`src/rtl/spi_flash_loader_if.sv`:
```
// Flash-side SPI engine handshake plus the RAM write port of the ROM loader.
interface spi_flash_loader_if #(
  parameter int ADDR_W = 13
);
  logic              flash_cs_n;
  logic              spi_send;
  logic              spi_recv;
  logic [7:0]        spi_txd;
  logic [7:0]        spi_rxd;
  logic              spi_wait_n;
  logic [ADDR_W-1:0] mem_addr;
  logic [7:0]        mem_data;
  logic              mem_we;

  modport master (
    output flash_cs_n, spi_send, spi_recv, spi_txd, mem_addr, mem_data, mem_we,
    input  spi_rxd, spi_wait_n
  );

  modport slave (
    input  flash_cs_n, spi_send, spi_recv, spi_txd, mem_addr, mem_data, mem_we,
    output spi_rxd, spi_wait_n
  );
endinterface

```
`src/rtl/spi_flash_loader.sv`:
```
// Loads a ROM image from SPI flash (READ 0x03 + 24-bit address) into RAM, one byte
// per engine handshake, and pulses done when the last byte has been written.
module spi_flash_loader #(
  parameter int ADDR_W   = 13,
  parameter int LOAD_LEN = 1024,
  parameter int CS_GAP   = 4
) (
  input  logic               clk,
  input  logic               rst_n,
  input  logic               start,
  input  logic [23:0]        load_addr,
  output logic               busy,
  output logic               done,
  spi_flash_loader_if.master bus
);
  localparam int              GAP_W    = $clog2(CS_GAP);
  localparam logic [GAP_W-1:0] GAP_LAST = GAP_W'(CS_GAP - 1);
  localparam logic [ADDR_W:0]  CNT_LAST = (ADDR_W + 1)'(LOAD_LEN - 1);

  typedef enum logic [3:0] {
    S_SYNC, S_IDLE, S_CS_ON, S_CMD, S_A2, S_A1, S_A0, S_RD, S_WR, S_GAP
  } state_t;

  typedef enum logic [1:0] {P_REQ, P_BSY, P_REL} phase_t;

  state_t            r_state, w_state_nxt;
  phase_t            r_ph, w_ph_nxt;
  logic [GAP_W-1:0]  r_gap, w_gap_nxt;
  logic [23:0]       r_addr;
  logic [ADDR_W:0]   r_cnt;
  logic [ADDR_W-1:0] r_mem_addr;
  logic [7:0]        r_mem_data;
  logic              w_ld, w_cap, w_req;
  logic              w_cs_n, w_send, w_recv, w_we;
  logic [7:0]        w_txd;

  always_ff @(posedge clk or negedge rst_n) begin
    if (!rst_n) begin
      r_state <= S_SYNC;
      r_ph    <= P_REQ;
    end else begin
      r_state <= w_state_nxt;
      r_ph    <= w_ph_nxt;
    end
  end

  always_comb begin
    w_state_nxt = r_state;
    w_ph_nxt    = r_ph;
    w_gap_nxt   = '0;
    w_ld        = 1'b0;
    w_cap       = 1'b0;
    w_req       = 1'b0;
    w_cs_n      = 1'b1;
    w_send      = 1'b0;
    w_recv      = 1'b0;
    w_txd       = 8'hFF;
    w_we        = 1'b0;
    busy        = 1'b0;
    done        = 1'b0;
    case (r_state)
      // The engine cannot be reset, so let any byte it is still clocking finish first
      S_SYNC: begin
        if (bus.spi_wait_n) begin
          if (r_gap == GAP_LAST) w_state_nxt = S_IDLE;
          else                   w_gap_nxt   = r_gap + GAP_W'(1);
        end
      end
      S_IDLE: begin
        if (start) begin
          w_ld        = 1'b1;
          w_state_nxt = S_CS_ON;
        end
      end
      S_CS_ON: begin
        w_cs_n      = 1'b0;
        busy        = 1'b1;
        w_state_nxt = S_CMD;
        w_ph_nxt    = P_REQ;
      end
      S_CMD, S_A2, S_A1, S_A0, S_RD: begin
        w_cs_n = 1'b0;
        busy   = 1'b1;
        w_req  = (r_ph != P_REL);
        w_send = w_req && (r_state != S_RD);
        w_recv = w_req && (r_state == S_RD);
        case (r_state)
          S_CMD:   w_txd = 8'h03;
          S_A2:    w_txd = r_addr[23:16];
          S_A1:    w_txd = r_addr[15:8];
          S_A0:    w_txd = r_addr[7:0];
          default: w_txd = 8'hFF;
        endcase
        case (r_ph)
          P_REQ: if (!bus.spi_wait_n) w_ph_nxt = P_BSY;
          P_BSY: begin
            if (bus.spi_wait_n) begin
              if (r_state == S_RD) begin
                w_cap       = 1'b1;
                w_state_nxt = S_WR;
                w_ph_nxt    = P_REQ;
              end else begin
                w_ph_nxt = P_REL;
              end
            end
          end
          default: begin
            w_ph_nxt = P_REQ;
            case (r_state)
              S_CMD:   w_state_nxt = S_A2;
              S_A2:    w_state_nxt = S_A1;
              S_A1:    w_state_nxt = S_A0;
              default: w_state_nxt = S_RD;
            endcase
          end
        endcase
      end
      // WR doubles as the one-cycle release of the read request
      S_WR: begin
        w_cs_n      = 1'b0;
        busy        = 1'b1;
        w_we        = 1'b1;
        w_state_nxt = (r_cnt == CNT_LAST) ? S_GAP : S_RD;
      end
      S_GAP: begin
        done = (r_gap == '0);
        if (r_gap == GAP_LAST) w_state_nxt = S_IDLE;
        else                   w_gap_nxt   = r_gap + GAP_W'(1);
      end
      default: w_state_nxt = S_SYNC;
    endcase
  end

  always_ff @(posedge clk or negedge rst_n) begin
    if (!rst_n) begin
      r_gap      <= '0;
      r_addr     <= '0;
      r_cnt      <= '0;
      r_mem_addr <= '0;
      r_mem_data <= '0;
    end else begin
      r_gap <= w_gap_nxt;
      if (w_ld) begin
        r_addr <= load_addr;
        r_cnt  <= '0;
      end
      if (w_cap) begin
        r_mem_data <= bus.spi_rxd;
        r_mem_addr <= r_cnt[ADDR_W-1:0];
      end
      if (r_state == S_WR) r_cnt <= r_cnt + (ADDR_W + 1)'(1);
    end
  end

  assign bus.flash_cs_n = w_cs_n;
  assign bus.spi_send   = w_send;
  assign bus.spi_recv   = w_recv;
  assign bus.spi_txd    = w_txd;
  assign bus.mem_we     = w_we;
  assign bus.mem_addr   = r_mem_addr;
  assign bus.mem_data   = r_mem_data;
endmodule
```
`src/flat_wrapper.sv`:
```
// flat-port wrapper written by rule: the top's interface ports become plain ports
module spi_flash_loader_flat 
#(
  parameter int ADDR_W   = 13,
  parameter int LOAD_LEN = 1024,
  parameter int CS_GAP   = 4
)
  (clk, rst_n, start, load_addr, busy, done, bus_flash_cs_n, bus_spi_send, bus_spi_recv, bus_spi_txd, bus_mem_addr, bus_mem_data, bus_mem_we, bus_spi_rxd, bus_spi_wait_n);
  spi_flash_loader_if #(.ADDR_W(ADDR_W)) bus_i ();
  input  logic clk;
  input  logic rst_n;
  input  logic start;
  input  logic [23:0] load_addr;
  output logic busy;
  output logic done;
  output wire logic [$bits(bus_i.flash_cs_n)-1:0] bus_flash_cs_n;
  output wire logic [$bits(bus_i.spi_send)-1:0] bus_spi_send;
  output wire logic [$bits(bus_i.spi_recv)-1:0] bus_spi_recv;
  output wire logic [$bits(bus_i.spi_txd)-1:0] bus_spi_txd;
  output wire logic [$bits(bus_i.mem_addr)-1:0] bus_mem_addr;
  output wire logic [$bits(bus_i.mem_data)-1:0] bus_mem_data;
  output wire logic [$bits(bus_i.mem_we)-1:0] bus_mem_we;
  input wire logic [$bits(bus_i.spi_rxd)-1:0] bus_spi_rxd;
  input wire logic [$bits(bus_i.spi_wait_n)-1:0] bus_spi_wait_n;
  assign bus_flash_cs_n = bus_i.flash_cs_n;
  assign bus_spi_send = bus_i.spi_send;
  assign bus_spi_recv = bus_i.spi_recv;
  assign bus_spi_txd = bus_i.spi_txd;
  assign bus_mem_addr = bus_i.mem_addr;
  assign bus_mem_data = bus_i.mem_data;
  assign bus_mem_we = bus_i.mem_we;
  assign bus_i.spi_rxd = bus_spi_rxd;
  assign bus_i.spi_wait_n = bus_spi_wait_n;
  spi_flash_loader #(.ADDR_W(ADDR_W), .LOAD_LEN(LOAD_LEN), .CS_GAP(CS_GAP)) u_core (.clk(clk), .rst_n(rst_n), .start(start), .load_addr(load_addr), .busy(busy), .done(done), .bus(bus_i));
endmodule
```
`config.mk`:
```
export PLATFORM = sky130hd
export DESIGN_NAME = spi_flash_loader_flat
export DESIGN_NICKNAME = d
export VERILOG_FILES = /design/src/rtl/spi_flash_loader_if.sv /design/src/rtl/spi_flash_loader.sv /design/src/flat_wrapper.sv
export SDC_FILE = /design/constraint.sdc
export NUM_CORES = 1
export LEC_CHECK = 0
export BUFFER_PORTS_ARGS = -buffer_cell sky130_fd_sc_hd__buf_2
export CAP_MARGIN = 5
export CORE_AREA = 2 2 83 85
export CTS_BUF_LIST = sky130_fd_sc_hd__clkbuf_2 sky130_fd_sc_hd__clkbuf_4 sky130_fd_sc_hd__clkbuf_8
export DETAILED_ROUTE_END_ITERATION = 10
export DIE_AREA = 0 0 85 87
export PLACE_DENSITY = 0.77
export SYNTH_ARGS = -nofsm -noshare
export SYNTH_HDL_FRONTEND = slang
export SYNTH_SLANG_ARGS = --single-unit
```
`constraint.sdc`:
```
create_clock -name clk -period 1.9 [get_ports clk]
set_clock_uncertainty 0.2 [all_clocks]
set_input_delay 0.285 -clock clk [delete_from_list [all_inputs] [get_ports clk]]
set_output_delay 0.285 -clock clk [all_outputs]
set_load 0.1 [all_outputs]
```
; After elaboration in Yosys (flattened, before gate mapping)
; Cells that the tools add are included.
[classes]
addsub = 2
mul = 0
div_mod_pow = 0
magnitude_cmp = 0
n_eq_ne = 20
shifts = 0
n_mux = 33
bitwise = 0
reduce_logical = 11
[ops]
columns = op, n
row1 = one-hot mux 8 bit (4 select lines), 1
row2 = 2-to-1 mux 14 bit, 2
row3 = 2-to-1 mux 4 bit, 6
row4 = one-hot mux 4 bit (6 select lines), 1
row5 = == test 4 x 3 -> 1 bit (second input constant), 4
row6 = adder 14 x 1 -> 14 bit (second input constant), 1
row7 = == test 14 x 10 -> 1 bit (second input constant), 1
row8 = 2-to-1 mux 1 bit, 12
row9 = one-hot mux 2 bit (2 select lines), 3
row10 = 2-to-1 mux 2 bit, 5
row11 = == test 4 x 2 -> 1 bit (second input constant), 2
row12 = == test 4 bit (second input constant), 2
row13 = 2-to-1 mux 8 bit, 1
row14 = != test 2 bit (second input constant), 4
row15 = one-hot mux 4 bit (2 select lines), 1
row16 = OR reduction 7 bit, 1
row17 = != test 3 bit (second input constant), 2
row18 = one-hot mux 2 bit (3 select lines), 1
row19 = AND reduction 5 bit, 1
row20 = OR reduction 5 bit, 1
row21 = == test 4 x 1 -> 1 bit (second input constant), 1
row22 = zero test 2 bit, 2
row23 = zero test 4 bit, 1
row24 = != test 4 x 3 -> 1 bit (second input constant), 1
row25 = other kinds (7), 9
[totals]
reg_bits = 67
latchBits = 0
mem_bits_rw = 0
mem_bits_ro = 0
input_bits = 36
out_inout_bits = 35
wordCells = 73
mem_count = 0

; Depth between registers and ports, before layout
; Gate-level depths: netlist of the first run.
[depth]
word_depth = 5
mapped_depth = 8
depth_no_buf = 7

; Worst setup path after synthesis of the first run
; No wires, ideal clock.
[synth_path]
path_kind = register -> output
from = register u_core.r_state[3]
to = output port bus_flash_cs_n
arrival_time_ps = 4089
required_ps = 1415
setup_slack_ps = -2674
path_stages_with_launch = 4
path_buffers = 1
path_cell_list = dfrtp_1 > clkbuf_1 > o21ai_0 > inv_1
[synth_between]
elab_chain_cells = 3
word_cells_on_any_way = 9
classes_between = eq/ne (7) / mux (1) / reduce/logical (1)
[synth_lines]
columns = element, line
row1 = from (decl), spi_flash_loader.sv:26  ; state_t r_state, w_state_nxt;
row2 = from (signal assigned), spi_flash_loader.sv:42  ; r_state <= w_state_nxt;
row3 = "== test 4 x 2 -> 1 bit, or another cell as far along", spi_flash_loader.sv:61  ; case (r_state)
row4 = OR reduction 7 bit (no source line) (*), -
row5 = 2-to-1 mux 1 bit (*), spi_flash_loader.sv:61
row6 = to (decl), flat_wrapper.sv:16  ; output wire logic [$bits(bus_i.flash_cs_n)-1:0] bus_flash_cs_n;
; Mark *: on every way between the ends. The rest lies on a longest branch, timed or not.

; Final worst setup path of the first run
[layout_path]
from = register u_core.r_state[2]
to = output port bus_spi_txd[4]
[layout_between]
elab_chain_cells = 3
word_cells_on_any_way = 8
classes_between = eq/ne (5) / mux (2) / reduce/logical (1)
[layout_lines]
columns = element, line
row1 = "== test 4 x 3 -> 1 bit, or another cell as far along", "spi_flash_loader.sv:61, spi_flash_loader.sv:87"
row2 = one-hot mux 8 bit (4 select lines) or OR reduction 5 bit (tied branches), "spi_flash_loader.sv:87, spi_flash_loader.sv:61"
row3 = 2-to-1 mux 8 bit (*), spi_flash_loader.sv:61
row4 = to (decl), flat_wrapper.sv:19  ; output wire logic [$bits(bus_i.spi_txd)-1:0] bus_spi_txd;
; Marked as above.

==> metrics.txt, run 1 <==
worst hold path class input port to async pin; CTS Buf Count 9; IO Port Bufs 70; # setup viols final 77; clk root buf clkbuf_8; io pins 71; Final Max Slew Viols 0; number of synthesized flops with an enable pin 0; Final Critical Period 2.28 ns; post-route cell area 5740 um2; total wire length 13900 um; register area 1680 um2; dpl cells 510; Placer Congestion 0.899; first-pass GRT wire length 18900 um; failing checks negative setup slack; die area 7400 um2; worst slew pin tran 0.585 ns; Post-synth ARST share 100%; H-tree levels 3; largest net degree at the start of global routing 68; M1 wire length 5060 um; Rel. slew slack 60.7%; DRC Markers 0; vias in the first global route 3553; floorplan row count 30; dpl hpwl 5400 um; synthesis-to-layout area growth 77.5%; CP Cell Sequence buf_4 > nand2_4 > o21ai_1 > a22oi_1 > or2_4 > buf_12; Top FF cell, synth dfrtp_1; Mapped Cells 336; Max Clk Rate 438 MHz; clock tree sinks 67; fin cells 589; crit end category output port; part of the cycle the worst path needs 120%; Mapped Area 3230 um2; number of synthesis warnings 0; Starting Density 49.2%; syn_nets 375; required time of the worst setup path 1.41 ns; CP startpoint kind flop; fraction of layout cells with a size suffix above 1 57.0%; area of the multi-input gates 2040 um2; PnR worst setup slack -0.382 ns; Worst path max stage delay 0.47 ns; highest routing layer actually used met4; Die Width 85 um; post-route ant nets 0; total track usage 33.6%; DRT Pass-1 Iters 5; later-pin clock latency in the skew report 0.36 ns; synthesized flop and latch total 67; fill count 239; Avg Cell Area, Syn 9.62 um2; Seq/Total Area, Yosys 51.9%; clk slew on worst S/H paths 0.08 ns; Critical Path Fanout Max 7; WL met3 1070 um; worst slack, placed -0.190 ns; status complete, but fails checks; critical path arrival 1.80 ns; via count 3645; WL per Instance 23.6 um; die height 87 um; final hold vios 0; CTS max path bufs 2; placed inst area 4220 um2; count of cell types in the netlist 46; Via-to-Cell Ratio 6.19; antenna cell count 0; CP bufs+invs 2; Crit Path Category flop to output port; CORE AREA 6570 um2; Nets 543; Met2 Wirelength 6950 um; initial antenna violation count 0; CTS tree yes; RSZ-0062 raised after global routing yes; slowest CP cell dfrtp_2; Top delay family on crit path flip-flops; R2R setup slack -0.31 ns; Final Util 87.4%; gr ovfl total 0; DRT iter0 DRCs 448; max-cap violation count 0
-- what timing repair did --
action | CTS | global route
hold buffers | 34 | 0
setup endpoints to repair | 75 | 77
resized for setup | 139 | 63
pin swaps | 76 | 23
hold endpoints to repair | 100 | 0
buffers inserted | 19 | 9
gates cloned | 7 | 0
-- metrics by stage --
step / hold slack (ns) / setup TNS [ns]
after detailed placement: 0.137 / -3.24
after global routing: 0.294 / -19.44
after floorplan: -0.211 / -0.803
after global placement: 0.123 / -1.20
after CTS: 0.266 / -10.35
final: 0.268 / -17.72
-- layout make-up --
cell class                 count  area share, %
timing repair buffer         174           29.3
inverter                       8          0.741
clock inverter                 7           1.33
sequential                    67           29.3
multi-input combinational    244           35.5
clock buffer                   9           2.16
tap                           80           1.74
-- layout by cell type, fill, tap and decap left out, types with 8 or more instances in the layout --
| cell | count |
|---|---|
| mux2_4 | 23 |
| buf_6 | 18 |
| buf_12 | 19 |
| dfrtp_1 | 64 |
| nor2_1 | 10 |
| o21ai_1 | 11 |
| o21ai_2 | 12 |
| mux2i_1 | 8 |
| nand2_2 | 30 |
| clkbuf_8 | 9 |
| buf_4 | 39 |
| nand2_1 | 42 |
| buf_2 | 56 |
| dlygate4sd3_1 | 34 |
| nand2_4 | 24 |
-- Yosys cell counts (2+ instances only) --
cell type	count	area share [%]
nand2_1	96	11
and3_1	4	0.77
or2_2	6	1.2
mux2_2	23	8.0
o21ai_0	21	3.3
buf_2	9	1.4
and2_1	2	0.39
nand2b_1	2	0.39
a21oi_2	2	0.54
nor4_1	3	0.58
nand3_1	9	1.4
a211oi_1	2	0.46
nand4b_1	2	0.54
mux2i_1	8	2.5
o22ai_1	3	0.58
clkbuf_1	6	0.70
inv_1	7	0.81
o21ai_1	5	0.77
nand4_1	4	0.77
nor3_1	2	0.31
dfrtp_1	67	52
ha_1	3	1.2
nor2_1	15	1.7
a21oi_1	7	1.1
a22oi_1	7	1.6
-- path summary, 6_finish.rpt --
check / start / endpoint / depth (start not counted)
setup / recovery: u_core.r_state[2] / bus_spi_txd[4] / 6
hold / removal: rst_n / u_core.r_addr[4] / 3
setup reg to reg: u_core.r_state[2] / u_core.r_cnt[11] / 10
hold reg to reg: u_core.r_gap[0] / u_core.r_gap[0] / 1
max in group asynchronous: rst_n / u_core.r_state[2] / 3
min in group clk: u_core.r_gap[0] / u_core.r_gap[0] / 1
-- metal layers --
| metal | up-vias | global-route usage [%] |
|---|---|---|
| met5 | - | 0 |
| met4 | 0 | 15.2 |
| met3 | 96 | 5.40 |
| met2 | 271 | 57.4 |
| met1 | 1792 | 42.2 |
| li1 | 1486 | - |
-- worst register-to-register path, stage by stage, from the launching register on --
cell and delay (ns):
dfrtp_2 0.48, buf_6 0.15, nor2_4 0.11, nand3_4 0.11
buf_12 0.14, clkinv_8 0.04, and3_4 0.20, buf_4 0.13
nand4_1 0.25, nand3_4 0.19, o21ai_2 0.08
-- state kept, by name, summed over array words and instances, names as in the netlist --
name,count
u_core.bus.mem_data,8
u_core.r_ph,2
u_core.r_state,4
u_core.r_cnt,14
u_core.r_addr,24
u_core.r_gap,2
u_core.bus.mem_addr,13
-- cells by family after synthesis --
kind of cell / synth area share, %
compound gates: 10.8
fa+ha+maj: 1.16
buf+inv: 3.64
flops: 51.9
mux: 10.5
simple gates: 22.1
Power of run 1 is left out: the tool's default activity adds up to more than one toggle a clock period on the data nets, which glitch-free logic cannot reach.
==> run 2: changes to the inputs <==
Settings changed: PLACE_DENSITY 0.77 to 0.79.
==> metrics.txt, run 2 (synthesis results as in run 1) <==
Final Critical Period 2.32 ns; DRT Pass-1 Iters 5; status complete, but fails checks; critical path arrival 1.84 ns; worst hold stages 2; CTS Buf Count 9; Die Width 85 um; clk slew on worst S/H paths 0.08 ns; first-pass GRT wire length 18100 um; fraction of layout cells with a size suffix above 1 57.9%; floorplan row count 30; Rel. slew slack 66.2%; largest net degree at the start of global routing 68; Worst R2R End u_core.r_cnt[8]; Placer Congestion 0.906; register bank with the most flops u_core.r_addr; # setup viols final 77; Starting Density 49.2%; R2R setup slack -0.26 ns; CTS tree yes; crit end category output port; DRT iter0 DRCs 423; fin cells 582; H-tree levels 3; CORE AREA 6570 um2; Hold Path Sink u_core.r_ph[0]; later-pin clock latency in the skew report 0.34 ns; Nets 535; Worst R2R Path Depth 10; RSZ-0062 raised after global routing yes; Max Clk Rate 431 MHz; via count 3735; CTS max path bufs 2; slowest CP cell dfrtp_2; clk root buf clkbuf_8; Hold Crit Start bus_spi_wait_n; Worst path max stage delay 0.47 ns; required time of the worst setup path 1.41 ns; commonest non-fill, non-tap cells in the layout 63 x dfrtp_1, 56 x buf_2, 40 x buf_4, 38 x nand2_1, 33 x dlygate4sd3_1; DRC Markers 0; Largest register FFs 24; worst hold path class input port to flop; die area 7400 um2; CP Cell Sequence inv_1 > nand2_4 > o21ai_1 > a22oi_2 > or2_4 > buf_12; die height 87 um; final hold vios 0; Via-to-Cell Ratio 6.42; WL per Instance 24.3 um; CP startpoint kind flop; dpl hpwl 5380 um; io pins 71; PnR worst setup slack -0.421 ns; total track usage 32.0%; vias in the first global route 3493; Crit Path Category flop to output port; commonest non-fill, non-tap cell in the layout dfrtp_1; worst slew pin tran 0.511 ns; post-route ant nets 0; Critical Path Fanout Max 7; initial antenna violation count 1; total wire length 14200 um; dpl cells 510; IO Port Bufs 70; Final Max Slew Viols 0; synthesis-to-layout area growth 73.6%; clock tree sinks 67; failing checks negative setup slack; part of the cycle the worst path needs 122%; Worst R2R Start u_core.r_state[2]; max-cap violation count 0; gr ovfl total 0
-- run 2: changes by cell type in the layout (fill, tap and decap cells not counted), moves of 4 or more --
cell,before,now
mux2_2,0,12
mux2_4,23,11
nand2_1,42,38
nand2_4,24,28
-- run 2: final cells by class --
class / instances / area [um2]
multi-input cells: 244 / 2070
flip-flops and latches: 67 / 1680
repair buffers: 166 / 1540
fillers: 256 / 957
clock buffers: 10 / 138
well taps: 80 / 100
inverters: 8 / 42.5
clock inverters: 6 / 40.0
diodes: 1 / 2.50
-- run 2: worst max path at each step --
stage / start / slack, ns / depth (start not counted) / endpoint
final: u_core.r_state[0] / -0.42 / 6 / bus_spi_txd[3]
after global routing: u_core.r_state[0] / -0.46 / 5 / bus_spi_txd[7]
after detailed placement: u_core.r_state[0] / -0.16 / 5 / bus_spi_txd[5]
after floorplan: u_core.r_state[3] / -0.45 / 3 / bus_flash_cs_n
after CTS: u_core.r_state[0] / -0.31 / 7 / bus_flash_cs_n
after global placement: u_core.r_state[0] / -0.16 / 5 / bus_spi_txd[5]
-- run 2: worst max-delay path: cells and delay by family (launching register included) --
kind	cells	cell delay, ns
buffers and inverters	2	0.30
flip-flops	1	0.47
AO/OA/AOI/OAI	2	0.37
AND/OR/NAND/NOR	2	0.35
-- run 2: stage by stage --
stage / hold WS [ns] / util, % / setup TNS (ns) / setup WS (ns) / cell area (um2)
floorplan: -0.211 / - / -0.803 / -0.448 / 3310
global placement: 0.125 / 64.3 / -1.42 / -0.164 / 4220
detailed placement: 0.136 / 64.3 / -2.46 / -0.158 / 4220
CTS: 0.000505 / 80.9 / -8.73 / -0.309 / 5310
global route: 0.0562 / 85.4 / -16.41 / -0.463 / 5610
finish: 0.0431 / 85.4 / -14.49 / -0.421 / 5610
-- run 2: timing repair --
item	in CTS	in global routing
hold buffers	32	1
gates resized for setup	116	84
setup endpoints to repair	55	77
pin swaps	63	27
endpoints found under the hold margin	98	1
setup buffers	17	6
cloned	5	0
-- run 2: metal layers --
layer  track usage (%)  vias up  wire length [um]
met2              53.9      345              7160
li1                  -     1478                 -
met1              39.1     1805              4790
met3              6.16      107              1150
met4              17.2        0              1070
met5                 0        -                 0
Power of run 2 is left out for the same reason.
